==> src/rtl/zacore_common.sv <==
// Shared types for the zacore front end: fetch/decode handoff record and fetch FSM states.
package zacore_common;

  typedef logic [31:0] w_t;
  typedef logic [31:0] inst_t;

  typedef struct packed {
    logic  valid;
    w_t    pc;
    inst_t inst;
  } fetch_decode_if_t;

  typedef enum logic [1:0] {
    ST_REQ  = 2'd0,
    ST_WAIT = 2'd1,
    ST_DROP = 2'd2
  } fetch_state_t;

  localparam int unsigned FETCH_QUEUE_DEPTH = 2;
  localparam w_t          PC_STEP           = 32'd4;

  // Word-align an address; redirect targets may carry stray low bits.
  function automatic w_t align_pc(input w_t pc);
    return pc & ~w_t'(3);
  endfunction

endpackage

==> src/rtl/zacore_fetch_queue.sv <==
// Two-entry in-order buffer of fetched {pc, inst}; head is read straight from storage flops.
module zacore_fetch_queue
  import zacore_common::*;
(
  input  logic        i_clk,
  input  logic        i_rst,
  input  logic        i_push,
  input  w_t          i_push_pc,
  input  inst_t       i_push_inst,
  input  logic        i_pop,
  input  logic        i_flush,
  output w_t          o_head_pc,
  output inst_t       o_head_inst,
  output logic [1:0]  o_count
);

  w_t         r_pc   [FETCH_QUEUE_DEPTH];
  inst_t      r_inst [FETCH_QUEUE_DEPTH];
  logic       r_rd_ptr;
  logic       r_wr_ptr;
  logic [1:0] r_count;

  logic       w_do_push;
  logic       w_do_pop;

  assign w_do_push = i_push && (r_count != 2'd2);
  assign w_do_pop  = i_pop  && (r_count != 2'd0);

  always_ff @(posedge i_clk or negedge i_rst) begin
    if (!i_rst) begin
      r_rd_ptr <= 1'b0;
      r_wr_ptr <= 1'b0;
      r_count  <= 2'd0;
    end else if (i_flush) begin
      r_rd_ptr <= 1'b0;
      r_wr_ptr <= 1'b0;
      r_count  <= 2'd0;
    end else begin
      if (w_do_push) r_wr_ptr <= ~r_wr_ptr;
      if (w_do_pop)  r_rd_ptr <= ~r_rd_ptr;
      r_count <= r_count + {1'b0, w_do_push} - {1'b0, w_do_pop};
    end
  end

  always_ff @(posedge i_clk or negedge i_rst) begin
    if (!i_rst) begin
      for (int i = 0; i < FETCH_QUEUE_DEPTH; i++) begin
        r_pc[i]   <= '0;
        r_inst[i] <= '0;
      end
    end else if (w_do_push && !i_flush) begin
      r_pc[r_wr_ptr]   <= i_push_pc;
      r_inst[r_wr_ptr] <= i_push_inst;
    end
  end

  assign o_head_pc   = r_pc[r_rd_ptr];
  assign o_head_inst = r_inst[r_rd_ptr];
  assign o_count     = r_count;

endmodule

==> src/rtl/zacore_fetch.sv <==
// Instruction fetch: one outstanding imem request, 2-entry buffer to decode, redirect/flush support.
module zacore_fetch
  import zacore_common::*;
#(
  parameter w_t RESET_PC = 32'h0000_0000
) (
  input  logic             i_clk,
  input  logic             i_rst,
  output logic             o_imem_req_valid,
  input  logic             i_imem_req_ready,
  output logic [31:0]      o_imem_req_addr,
  input  logic             i_imem_rsp_valid,
  input  logic [31:0]      i_imem_rsp_data,
  output fetch_decode_if_t o_fetch_decode_if,
  input  logic             i_stall,
  input  logic             i_redirect_valid,
  input  logic [31:0]      i_redirect_pc
);

  fetch_state_t r_state;
  fetch_state_t w_state_nxt;
  w_t           r_pc;
  w_t           w_pc_nxt;
  w_t           r_req_pc;
  w_t           w_req_pc_nxt;
  logic         r_req_valid;
  logic         w_req_valid_nxt;

  logic         w_hs;
  logic         w_push;
  logic         w_pop;
  logic         w_outstanding;
  logic [1:0]   w_queue_count;
  logic [1:0]   w_count_nxt;
  logic         w_dec_valid;
  w_t           w_head_pc;
  inst_t        w_head_inst;

  // req_valid is a flop, so it only ever rises while the FSM sits in REQ.
  assign w_hs        = r_req_valid && i_imem_req_ready;
  assign w_dec_valid = (w_queue_count != 2'd0);
  assign w_pop       = w_dec_valid && !i_stall;

  // A request is still in flight past this edge if it was just accepted or its response has not arrived.
  assign w_outstanding = w_hs ||
                         (((r_state == ST_WAIT) || (r_state == ST_DROP)) && !i_imem_rsp_valid);

  always_comb begin
    w_state_nxt  = r_state;
    w_pc_nxt     = r_pc;
    w_req_pc_nxt = r_req_pc;
    w_push       = 1'b0;

    case (r_state)
      ST_REQ: begin
        if (w_hs) begin
          w_state_nxt  = ST_WAIT;
          w_pc_nxt     = r_pc + PC_STEP;
          w_req_pc_nxt = r_pc;
        end
      end
      ST_WAIT: begin
        if (i_imem_rsp_valid) begin
          w_push      = 1'b1;
          w_state_nxt = ST_REQ;
        end
      end
      ST_DROP: begin
        if (i_imem_rsp_valid) w_state_nxt = ST_REQ;
      end
      default: w_state_nxt = ST_REQ;
    endcase

    if (i_redirect_valid) begin
      w_push      = 1'b0;
      w_pc_nxt    = align_pc(i_redirect_pc);
      w_state_nxt = w_outstanding ? ST_DROP : ST_REQ;
    end
  end

  always_comb begin
    w_count_nxt = w_queue_count + {1'b0, w_push} - {1'b0, w_pop};
    if (i_redirect_valid) w_count_nxt = 2'd0;
    w_req_valid_nxt = (w_state_nxt == ST_REQ) && (w_count_nxt <= 2'd1);
  end

  always_ff @(posedge i_clk or negedge i_rst) begin
    if (!i_rst) begin
      r_state     <= ST_REQ;
      r_pc        <= RESET_PC;
      r_req_pc    <= '0;
      r_req_valid <= 1'b0;
    end else begin
      r_state     <= w_state_nxt;
      r_pc        <= w_pc_nxt;
      r_req_pc    <= w_req_pc_nxt;
      r_req_valid <= w_req_valid_nxt;
    end
  end

  zacore_fetch_queue u_queue (
    .i_clk       (i_clk),
    .i_rst       (i_rst),
    .i_push      (w_push),
    .i_push_pc   (r_req_pc),
    .i_push_inst (i_imem_rsp_data),
    .i_pop       (w_pop),
    .i_flush     (i_redirect_valid),
    .o_head_pc   (w_head_pc),
    .o_head_inst (w_head_inst),
    .o_count     (w_queue_count)
  );

  assign o_imem_req_valid        = r_req_valid;
  assign o_imem_req_addr         = r_pc;
  assign o_fetch_decode_if.valid = w_dec_valid;
  assign o_fetch_decode_if.pc    = w_head_pc;
  assign o_fetch_decode_if.inst  = w_head_inst;

endmodule
==> config.mk <==
export PLATFORM = sky130hd
export DESIGN_NAME = zacore_fetch
export DESIGN_NICKNAME = d
export VERILOG_FILES = /design/src/rtl/zacore_common.sv /design/src/rtl/zacore_fetch_queue.sv /design/src/rtl/zacore_fetch.sv
export SDC_FILE = /design/constraint.sdc
export NUM_CORES = 1
export LEC_CHECK = 0
export ABC_CLOCK_PERIOD_IN_PS = 4500
export BUFFER_PORTS_ARGS = -buffer_cell sky130_fd_sc_hd__buf_4
export CAP_MARGIN = 0
export CORE_MARGIN = 1
export CORE_UTILIZATION = 55
export DETAILED_ROUTE_END_ITERATION = 7
export PLACE_DENSITY = 0.79
export SYNTH_ARGS = -nofsm -noshare
export SYNTH_HDL_FRONTEND = slang
export SYNTH_SLANG_ARGS = --single-unit
export TNS_END_PERCENT = 5
==> constraint.sdc <==
create_clock -name i_clk -period 4.5 [get_ports i_clk]
set_clock_uncertainty 0.2 [all_clocks]
set_input_delay 0.9 -clock i_clk [delete_from_list [all_inputs] [get_ports i_clk]]
set_output_delay 0.9 -clock i_clk [all_outputs]
set_load 0.01 [all_outputs]
==> Yosys cells after proc, flatten, opt, wreduce, memory -nomap -nowiden <==
Cells that the tools add are included.
{ "totals": {"ff_bits": 199} }
{ "classes": {"muxes": 27, "order_cmp": 4, "eq_ne": 3, "bitwise": 4, "addsub": 5, "n_reduce_logical": 23} }
{ "op_table": {"columns": ["cell", "n"], "rows": [
  ["$mux 32", 10],
  ["$bwmux 64", 2],
  ["$add 32x3->32 const B", 1],
  ["$demux 32 s1", 1],
  ["$mux 2", 6],
  ["$reduce_bool 2->1", 5],
  ["$logic_and 1x1->1", 8],
  ["$mux 1", 7],
  ["$add 2x1->2", 2],
  ["$ge 2x2->1 const B", 2],
  ["$logic_not 2->1", 2],
  ["$not 1->2", 2],
  ["$pmux 2 s2", 1],
  ["$reduce_and 2->1", 2],
  ["$sub 2x1->2", 2],
  ["$logic_not 1->1", 3],
  ["$eq 2x1->1 const B", 1],
  ["$eq 2x2->1 const B", 1],
  ["$le 2x1->1 const B", 1],
  ["$logic_or 1x1->1", 2],
  ["$lt 2x1->1 const B", 1],
  ["$ne 2x2->1 const B", 1],
  ["$not 1->1", 2],
  ["$reduce_or 2->1", 1]
]} }

==> Logic depth before layout (Yosys ltp) <==
Gate-level depths: netlist of the first run.
{ "depth": {"ltp_word": 8, "ltp_mapped": 8, "depth_no_buf": 7} }

==> Modules after synthesis <==
A second synthesis of the first run with hierarchy kept.
{ "unflattened": {"hier_cells": 671, "hier_area_um2": 8901.0} }
{ "by_module_without_submodules": {"columns": ["module", "area_per_inst_um2", "cells_each", "n_inst"], "rows": [
  ["zacore_fetch_queue", 5776.8, 364, 1],
  ["zacore_fetch", 3124.2, 307, 1]
]} }

==> Worst setup path before layout of the first run <==
OpenSTA, ideal clock, no wires.
{ "synth_timing": {"path_kind": "input-to-reg", "from": "input port i_redirect_valid", "to": "register u_queue.r_inst[32] in the netlist's numbering", "n_path_buf": 2, "slack_ns": 2.036, "stages": 6, "arrival_ns": 2.139, "required_time_ns": 4.175, "cell_sequence": "nand3b_1 a21oi_1 nor2b_1 buf_2 buf_2 mux2_2"} }
{ "synth_via": {"elab_chain_len": 3, "elab_cells_between_ends": 4, "classes_between": "mux (1); reduce/logical (3)"} }
{ "synth_lines": {"columns": ["element", "line", "source"], "rows": [
  ["from (decl)", "zacore_fetch.sv:16", "input logic i_redirect_valid,"],
  ["$mux 1", "zacore_fetch.sv:74", "if (i_redirect_valid) begin"],
  ["$logic_and 1x1->1", "zacore_fetch_queue.sv:26", "assign w_do_push = i_push && (r_count != 2'd2);"],
  ["$logic_and 1x1->1 *", "zacore_fetch_queue.sv:51", "end else if (w_do_push && !i_flush) begin"],
  ["to (signal, indexed assignment)", "zacore_fetch_queue.sv:53", "r_inst[r_wr_ptr] <= i_push_inst;"],
  ["to (decl)", "zacore_fetch_queue.sv:18", "inst_t r_inst [FETCH_QUEUE_DEPTH];"]
]} }
Every way passes the cells marked *; elsewhere a longest branch is shown, timed or not.
A chain may end at the register's enable or synchronous reset.

==> Worst setup path in the final report of the first run <==
{ "layout_timing": {"from": "register r_state[1]", "to": "register r_pc[19] (netlist: o_imem_req_addr[19])"} }
{ "layout_via": {"elab_chain_len": 3} }
{ "layout_lines": {"columns": ["element", "line", "source"], "rows": [
  ["from (decl)", "zacore_fetch.sv:20", "fetch_state_t r_state;"],
  ["from (signal assigned)", "zacore_fetch.sv:94", "r_state <= w_state_nxt;"],
  ["$logic_not 2->1", "zacore_fetch.sv:54", "case (r_state)"],
  ["$reduce_bool 2->1 (no line)", null, null],
  ["$reduce_and 2->1 (no line)", null, null],
  ["to (signal assigned)", "zacore_fetch.sv:95", "r_pc <= w_pc_nxt;"],
  ["to (decl)", "zacore_fetch.sv:22", "w_t r_pc;"]
]} }
Every way passes these cells.

==> results of run 1 <==
through the flow:
| step | setup WS [ns] | total power, mW | util, % |
|---|---|---|---|
| detailed placement | 1.05 | 4.71 | 65.8 |
| global placement | 1.13 | 4.59 | 65.8 |
| global route | 1.25 | 6.40 | 69.4 |
| finish | 1.49 | 6.08 | 69.4 |
| floorplan | 2.04 | 3.79 | - |
| CTS | 1.49 | 6.13 | 69.4 |
worst reg2reg max path, delay by kind of cell, from the launching register on:
family / cells / cell delay [ns]
AOI/OAI and AO/OA: 1 / 0.17
adders and majority gates: 1 / 0.23
buffers and inverters: 1 / 0.13
DFF: 1 / 0.39
and+or+nand+nor: 3 / 1.82
cell usage after synthesis (all sizes together), types with 8 or more instances:
cell	n	area, µm²
a31oi	20	125
buf	19	109
clkbuf	18	77.6
dfrtp	191	4780
ha	8	100
inv	10	37.5
mux2	210	2360
nand2	27	101
nand3	13	70.1
nand4	14	93.8
nor2	24	90.1
o21ai	24	120
o31ai	10	75.1
or3	8	51.3
or4	12	96.3
xor2	8	70.1
registers in the layout, summed over array words and instances, names as in the netlist:
| name | flops |
|---|---|
| u_queue.r_inst | 64 |
| u_queue.r_pc | 60 |
| o_imem_req_addr | 30 |
| r_req_pc | 30 |
| r_state | 2 |
| u_queue.o_count | 2 |
| o_imem_req_valid | 1 |
| u_queue.r_rd_ptr | 1 |
| u_queue.r_wr_ptr | 1 |
final timing paths:
| path | endpoint | slack [ns] | cells after the start |
|---|---|---|---|
| worst max-delay path | o_imem_req_addr[19] | 1.49 | 6 |
| worst min-delay path | u_queue.r_inst[28] | 0.30 | 1 |
| worst max register to register | o_imem_req_addr[19] | 1.49 | 6 |
| worst min register to register | u_queue.r_inst[28] | 0.30 | 1 |
| max in group asynchronous | u_queue.r_pc[2] | 2.76 | 2 |
| min in group asynchronous | u_queue.r_inst[28] | 0.35 | 1 |
area by class of cell:
cell class | instances | share of cell area, %
inverters | 11 | 0.388
flip-flops and latches | 191 | 45.0
multi-input cells | 420 | 34.5
clock inverters | 5 | 0.530
well taps | 211 | 2.48
clock buffers | 25 | 4.66
repair buffers | 169 | 12.5
routing by layer:
metal / track usage [%] / routed length, µm / part of all wire (%)
met1: 30.0 / 8100 / 44
met2: 41.4 / 9420 / 51
met3: 3.98 / 774 / 4.2
met4: 7.49 / 238 / 1.3
met5: 0 / 0 / 0
where the power goes:
| part | internal [mW] | switching [mW] | total [mW] | leakage, nW |
|---|---|---|---|---|
| logic | 1.22 | 0.871 | 2.10 | 2.33 |
| registers | 2.23 | 0.342 | 2.57 | 2.43 |
| clock network | 0.815 | 0.593 | 1.41 | 0.269 |
kinds of logic (layout without fill, tap and decap cells):
group	Yosys count	in the layout	share of synthesized area, %
other cells	1	4	0.0432
flops	191	191	55.1
buf+inv	50	210	2.84
fa+ha+maj	8	8	1.15
mux	211	211	27.4
simple gates	122	122	7.73
xor+xnor	13	13	1.31
compound gates	62	62	4.40
==> results.json, run 1 <==
{
  "place_hpwl_mm": 12.3,
  "wl_per_cell_um": 18.0,
  "synth_area_per_cell_um2": 13.2,
  "vias": 5827,
  "hold_violations": 0,
  "fin_cells": 1032,
  "drv_cap": 0,
  "timing.rr.start": "r_state[1]",
  "final_common_cell": "mux2_2",
  "synth_edf_count": 0,
  "port_buffers": 161,
  "seqCellArea_um2": 4780,
  "ant_nets": 0,
  "num_rows": 45,
  "initial_core_util_pct": 56.6,
  "first_global_vias": 5924,
  "grt_pass1_wl_mm": 29.8,
  "cts-buffers-inserted": 17,
  "die_area_um2": 16300,
  "setup_viol": 0,
  "placed_area_um2": 10100,
  "pin_count": 168,
  "finalCritPeriodShare_pct": 66.9,
  "critPathTopFamily": "simple AND/OR/NAND/NOR gates",
  "multiInputGateArea_um2": 3670,
  "cp_max_fo": 16,
  "power_density_nw_per_um2": 572,
  "crit_path_start": "r_state[1]",
  "clkLatencyLatePin_ns": 0.42,
  "min_period_ns": 3.01,
  "fmaxAchievable_mhz": 332,
  "die_x_um": 128,
  "critPathLaunchType": "flop",
  "p_leak_nw": 5.03,
  "insertedDiodeCount": 0,
  "cp.buffers_inverters": 1,
  "endpoint_kind": "flop",
  "grt_max_degree": 102,
  "crit_type": "reg -> reg",
  "status": "finished clean",
  "path_cells": "inv_1 -> ha_1 -> and4_1 -> nand4_1 -> or4_2 -> a31oi_1",
  "overflow": 0,
  "areaGrowthSynthToFinish_pct": 22.6,
  "cp.arrival_ns": 3.16,
  "ys_types": 48,
  "slowest_delay_ns": 0.81,
  "drive_gt1_share_pct": 50.8,
  "viasPerCell": 5.65,
  "ctsHoldBuffers": 0,
  "fillers": 1147,
  "clk_pin_slew_ns": 0.06,
  "dr.pass1.iters": 4,
  "worstHoldStart": "u_queue.r_inst[28]",
  "antenna_found_initial": 0,
  "track_usage_pct": 23.6,
  "rsz0062_at_grt": "no",
  "yosys_most_used_dff": "dfrtp_1",
  "async_reset_ff_share_pct": 100,
  "h-tree-depth": 4,
  "netlist_instances": 658,
  "tightest_slew_ns": 1.06,
  "slowest_stage": "or4_2",
  "syn_area_um2": 8670,
  "cts_setup_buffers": 0,
  "place.gp.congestion": 0.841,
  "peakVddDrop_v": 0.000363,
  "post_cts_resized": 0,
  "synth_warnings": 0,
  "fin_setup_tns_ns": 0,
  "num-nets-final": 888,
  "worstPathRequired_ns": 4.65,
  "drt_iter0_markers": 323,
  "clock_sinks": 191,
  "dp_cells": 1002,
  "slew_viol_final": 0,
  "fin_area_um2": 10600,
  "drc": 0,
  "slew_headroom_pct": 28.9,
  "clockBufferDepth": 2,
  "hold_slack_ns": 0.298,
  "ys_seq_area_share_pct": 55.1,
  "cts-root-buf": "clkbuf_16",
  "ys_ff_latch": 191,
  "cts_tree": "done",
  "fp.dieH_um": 128,
  "core_area_um2": 15300,
  "wirelength_mm": 18.5,
  "layout_common_cells": "mux2_2 (210), dfrtp_1 (190), buf_4 (164)",
  "hold_class": "reg -> reg"
}
Note: power is estimated with default switching activity, not from simulation.
==> run 2, diff against run 1 <==
- ABC_AREA: not set -> 1
- ABC_CLOCK_PERIOD_IN_PS: 4500 -> 3100
- clock period: 4.5 -> 3.1 ns (I/O delays scaled with it)
==> run 2 against run 1 <==
  * Register-to-register slack got worse by 0.52 ns
  * First-iteration DRC count increased by 75%
  * Core utilization increased by 0.091 points
  * Hold slack got worse by 0.048 ns
  * Clock power increased by 72%
  * Area after synthesis increased by 5.6%
  * Cell area increased by 5.0%
  * Die area increased by 5.5%
  * Synthesized cell count increased by 83%
  * Worst setup slack got worse by 0.97 ns
  * Largest power group unchanged
  * Highest routed layer unchanged
==> results.json, run 2 <==
{
  "hold_violations": 0,
  "power_switching_mw": 3.46,
  "yosysMostFrequentCell": "nand2_1",
  "synth_area_leaders": "dfrtp_1 (52%), nand2_1 (20%), o21ai_0 (6.4%)",
  "synth_warnings": 0,
  "dr.pass1.iters": 5,
  "rsz0062_at_grt": "no",
  "drt_iter0_markers": 565,
  "combPwrFrac_pct": 35.5,
  "drc": 0,
  "power_density_nw_per_um2": 867,
  "cts-root-buf": "clkbuf_16",
  "critPathLaunchType": "flop",
  "async_reset_ff_share_pct": 100,
  "drive_gt1_share_pct": 16.1,
  "overflow": 0,
  "cts_tree": "done",
  "wirelength_mm": 21.2,
  "p_leak_nw": 5.89,
  "final_common_cell": "nand2_1",
  "clk_pin_slew_ns": 0.07,
  "top_regs": "u_queue.r_inst (64), u_queue.r_pc (60)",
  "crit_type": "reg -> out",
  "hold_class": "in -> reg",
  "ys_ff_latch": 191,
  "cts-buffers-inserted": 17,
  "layout_common_cells": "nand2_1 (495), dfrtp_1 (190), buf_4 (168)",
  "slowest_delay_ns": 0.58,
  "fp.dieH_um": 131,
  "tightest_slew_ns": 0.724,
  "min_period_ns": 2.58,
  "port_buffers": 161,
  "placed_area_um2": 10500,
  "clkLatencyLatePin_ns": 0.44,
  "netlist_instances": 1206,
  "insertedDiodeCount": 0,
  "internal-power_mw": 6.22,
  "seq_power_share_pct": 39.5,
  "synth_largest_area_cell": "dfrtp_1",
  "clockBufferDepth": 2,
  "place_hpwl_mm": 13.9,
  "viasPerCell": 5.14,
  "slowest_stage": "buf_4",
  "pin_count": 168,
  "num_rows": 46,
  "ctsHoldBuffers": 1,
  "peakVddDrop_v": 0.000460,
  "synth_top_area_share_pct": 52.2,
  "cp.buffers_inverters": 2,
  "wl_per_cell_um": 13.5,
  "initial_core_util_pct": 57.0,
  "areaGrowthSynthToFinish_pct": 21.9,
  "antenna_found_initial": 0,
  "endpoint_kind": "primary output",
  "fin_cells": 1569,
  "post_cts_resized": 0,
  "finalCritPeriodShare_pct": 83.3,
  "track_usage_pct": 25.7,
  "regMostFlops": "u_queue.r_inst",
  "die_area_um2": 17200,
  "first_global_vias": 7134,
  "slew_viol_final": 0,
  "drv_cap": 0,
  "fillers": 1313,
  "vias": 8063,
  "critPathTopFamily": "buffers and inverters",
  "status": "finished clean",
  "slew_headroom_pct": 51.7,
  "die_x_um": 131,
  "power_mw": 9.68,
  "cp_max_fo": 64,
  "grt_max_degree": 101,
  "h-tree-depth": 4,
  "core_area_um2": 16100,
  "fin_setup_tns_ns": 0,
  "synth_edf_count": 0,
  "fin_area_um2": 11200,
  "num-nets-final": 1418,
  "ys_seq_area_share_pct": 52.2,
  "ant_nets": 0,
  "clock_sinks": 191,
  "cts_setup_buffers": 0,
  "worstPathRequired_ns": 2.28,
  "ys_types": 34,
  "largest_reg_flops": 64,
  "yosys_most_used_dff": "dfrtp_1",
  "cp.arrival_ns": 1.76,
  "setup_viol": 0,
  "dp_cells": 1536,
  "path_cells": "buf_4 -> nand2_1 -> nand2_1 -> buf_4",
  "syn_area_um2": 9160,
  "grt_pass1_wl_mm": 34.0,
  "synth_common_cells": "nand2_1 (495), dfrtp_1 (191), o21ai_0 (117)",
  "fmaxAchievable_mhz": 387,
  "p_clk_share_pct": 25.0,
  "synth_area_per_cell_um2": 7.59,
  "place.gp.congestion": 0.882,
  "p_sw_share_pct": 35.7
}
## run 2: through the flow
stage,worst slack [ns],util (%),hold WS (ns)
after floorplan,1.14,-,0.124
after global placement,0.742,65.4,0.265
after detailed placement,0.699,65.4,0.269
after CTS,0.504,69.5,0.234
after global routing,0.411,69.5,0.240
final,0.517,69.5,0.249
## run 2: path summary, 6_finish.rpt
check / startpoint / end / slack (ns) / cells after the start
max: u_queue.r_rd_ptr / o_fetch_decode_if[43] / 0.52 / 4
min: i_imem_rsp_data[19] / u_queue.r_inst[51] / 0.25 / 3
max reg2reg: o_imem_req_addr[2] / o_imem_req_addr[28] / 0.97 / 10
min reg2reg: u_queue.r_pc[16] / u_queue.r_pc[16] / 0.28 / 2
max in group asynchronous: i_rst / u_queue.r_pc[19] / 1.37 / 3
min in group asynchronous: i_rst / u_queue.r_rd_ptr / 0.53 / 2
## run 2: power groups by stage
stage | Sequential, mW | Combinational, mW | Clock [mW]
after CTS | 3.82 | 3.46 | 2.45
after global placement | 3.82 | 3.35 | 0
after detailed placement | 3.85 | 3.43 | 0
after global routing | 3.92 | 3.89 | 2.55
final | 3.83 | 3.43 | 2.42
after floorplan | 3.77 | 2.00 | 0
## run 2: cell type report
| class | count | area [µm²] | area share (%) |
|---|---|---|---|
| Inverter | 112 | 422 | 3.78 |
| Sequential cell | 191 | 4780 | 42.8 |
| Tap cell | 216 | 270 | 2.42 |
| Multi-Input combinational cell | 842 | 3630 | 32.5 |
| Clock inverter | 11 | 203 | 1.82 |
| Timing Repair Buffer | 176 | 1400 | 12.6 |
| Clock buffer | 21 | 450 | 4.04 |
## run 2: logic make-up (layout without fill, tap and decap cells)
kind of cell               Yosys count  in the layout  share of synthesized area, %
and+or+nand+nor                    627            627                          26.5
AOI/OAI and AO/OA                  200            200                          11.4
DFF                                191            191                          52.2
buffers and inverters              176            320                          8.43
adders and majority gates            8              8                          1.09
xor gates and xnor gates             3              3                         0.287
other                                1              4                        0.0410
## run 2: tightest hold or removal path: stages
cell and delay, ns:
buf_4 0.08, inv_1 0.03, o21ai_1 0.11
## run 2: metal layers
| metal | wire length [µm] | GRT usage [%] | vias to the layer above | part of all wire (%) |
|---|---|---|---|---|
| met4 | 508 | 9.87 | 0 | 2.4 |
| met5 | 0 | 0 | - | 0 |
| met2 | 9620 | 40.5 | 276 | 45 |
| met3 | 1350 | 5.21 | 42 | 6.4 |
| li1 | - | - | 4020 | - |
| met1 | 9700 | 35.0 | 3725 | 46 |
==> run 3, diff against run 2 <==
- ABC_CLOCK_PERIOD_IN_PS: 3100 -> 2590
- clock period: 3.1 -> 2.59 ns (I/O delays scaled with it)
==> run 3 against run 2 <==
  * Die area unchanged
  * Clock-buffer cell count shrank 2
  * Cell area down 0.15%
  * Worst setup slack worse by 0.37 ns
==> results.json, run 3 (synthesis gave the netlist of run 2 again) <==
{
  "clock_sinks": 191,
  "core_area_um2": 16100,
  "cp.arrival_ns": 1.73,
  "num_rows": 46,
  "vias": 7994,
  "insertedDiodeCount": 0,
  "place_hpwl_mm": 14.3,
  "slew_headroom_pct": 60.1,
  "routed.top_layer": "met4",
  "place.gp.congestion": 0.879,
  "dr.pass1.iters": 5,
  "met2_length_mm": 9.97,
  "drv_cap": 0,
  "areaGrowthSynthToFinish_pct": 21.7,
  "die_x_um": 131,
  "drt_iter0_markers": 672,
  "fmaxAchievable_mhz": 409,
  "top_regs": "u_queue.r_inst (64), u_queue.r_pc (60)",
  "hold_violations": 0,
  "cts_setup_buffers": 0,
  "cp_max_fo": 22,
  "peakVddDrop_v": 0.000591,
  "clk_pin_slew_ns": 0.07,
  "port_buffers": 161,
  "final_core_util_pct": 69.4,
  "rrSetupSlack_ns": 0.51,
  "track_usage_pct": 25.9,
  "cts_tree": "done",
  "wl_met1_mm": 9.84,
  "h-tree-depth": 4,
  "overflow": 0,
  "antenna_found_initial": 0,
  "cts-buffers-inserted": 17,
  "slew_viol_final": 0,
  "pin_count": 168,
  "setup_viol": 0,
  "rsz0062_at_grt": "no",
  "critPathLaunchType": "flop",
  "ant_nets": 0,
  "min_period_ns": 2.45,
  "grt_pass1_wl_mm": 34.6,
  "wirelength_mm": 21.4,
  "clockBufferDepth": 2,
  "power_density_nw_per_um2": 1020,
  "fin_setup_tns_ns": 0,
  "final_common_cell": "nand2_1",
  "wl_per_cell_um": 13.6,
  "die_area_um2": 17200,
  "regMostFlops": "u_queue.r_inst",
  "worstPathRequired_ns": 1.87,
  "num-nets-final": 1420,
  "layout_common_cells": "nand2_1 (495), dfrtp_1 (190), buf_4 (168)",
  "status": "finished clean",
  "drc": 0,
  "tightest_slew_ns": 0.598,
  "wl_met3_mm": 1.22,
  "cts-root-buf": "clkbuf_16",
  "initial_core_util_pct": 57.0,
  "finalCritPeriodShare_pct": 94.5,
  "crit_type": "reg -> out",
  "hold_class": "in -> reg",
  "viasPerCell": 5.09,
  "grt_max_degree": 65,
  "p_leak_nw": 5.88,
  "endpoint_kind": "primary output",
  "first_global_vias": 7213,
  "drive_gt1_share_pct": 16.4,
  "largest_reg_flops": 64,
  "clkLatencyLatePin_ns": 0.42,
  "fp.dieH_um": 131
}
==> run 3: cell count changes in the layout (fill, tap and decap cells not counted) <==
cell / before / now
clkinv_2: 1 / 4
clkinvlp_4: 0 / 3
inv_6: 4 / 1
bufinv_16: 5 / 3
clkbuf_1: 3 / 1
buf_12: 6 / 7
buf_6: 1 / 2
clkinv_4: 2 / 3
==> run 3: report_power, final <==
part / internal [mW] / total [mW] / switching, mW / leakage, nW
Sequential: 3.95 / 4.58 / 0.636 / 2.46
Clock: 1.55 / 2.68 / 1.13 / 0.289
Combinational: 1.76 / 4.13 / 2.38 / 3.13
==> run 3: stage by stage <==
| stage | area, µm² | hold slack (ns) | std cells | total power, mW | setup WS, ns |
|---|---|---|---|---|---|
| 2_1_floorplan | 9170 | 0.0224 | 1209 | 6.90 | 0.728 |
| 3_3_place_gp | 10500 | 0.263 | 1538 | 8.59 | 0.397 |
| 3_5_place_dp | 10500 | 0.269 | 1538 | 8.74 | 0.361 |
| 4_1_cts | 11100 | 0.139 | 1571 | 11.4 | 0.0989 |
| 5_1_grt | 11100 | 0.143 | 1571 | 12.2 | 0.0355 |
| 6_report | 11100 | 0.149 | 1571 | 11.4 | 0.142 |
==> run 3: final cells by class <==
class,instances,area (µm²)
clock buffer,19,443
clock inverter,13,163
fill,1326,4910
inverter,112,422
multi-input combinational,842,3630
sequential,191,4780
tap,216,270
timing repair buffer,178,1430
==> run 3: worst max-delay path, stage by stage (launching register included) <==
cell	delay [ns]
dfrtp_2	0.41
inv_2	0.34
buf_4	0.30
nand2_1	0.07
nand2_1	0.06
buf_4	0.12
==> run 3: final timing paths <==
check / from / to / depth (start not counted)
worst max-delay path: u_queue.r_rd_ptr / o_fetch_decode_if[29] / 5
worst min-delay path: i_imem_rsp_data[4] / u_queue.r_inst[36] / 3
max in group asynchronous: i_rst / u_queue.r_inst[41] / 3
worst min register to register: u_queue.r_pc[34] / u_queue.r_pc[34] / 2
min in group asynchronous: i_rst / u_queue.r_inst[61] / 2
worst max register to register: o_imem_req_addr[2] / o_imem_req_addr[28] / 10
==> run 3: repair_timing <==
action / 4_1_cts / 5_1_grt
hold endpoints to repair: 59 / 0
gates resized for setup: 0 / 1
hold buffers: 1 / 0
setup endpoints to repair: 0 / 2
==> run 3: routing by layer <==
layer	track usage (%)	vias up
met5	0	-
met4	9.20	0
met3	3.83	28
met2	40.6	239
met1	36.8	3699
li1	-	4028
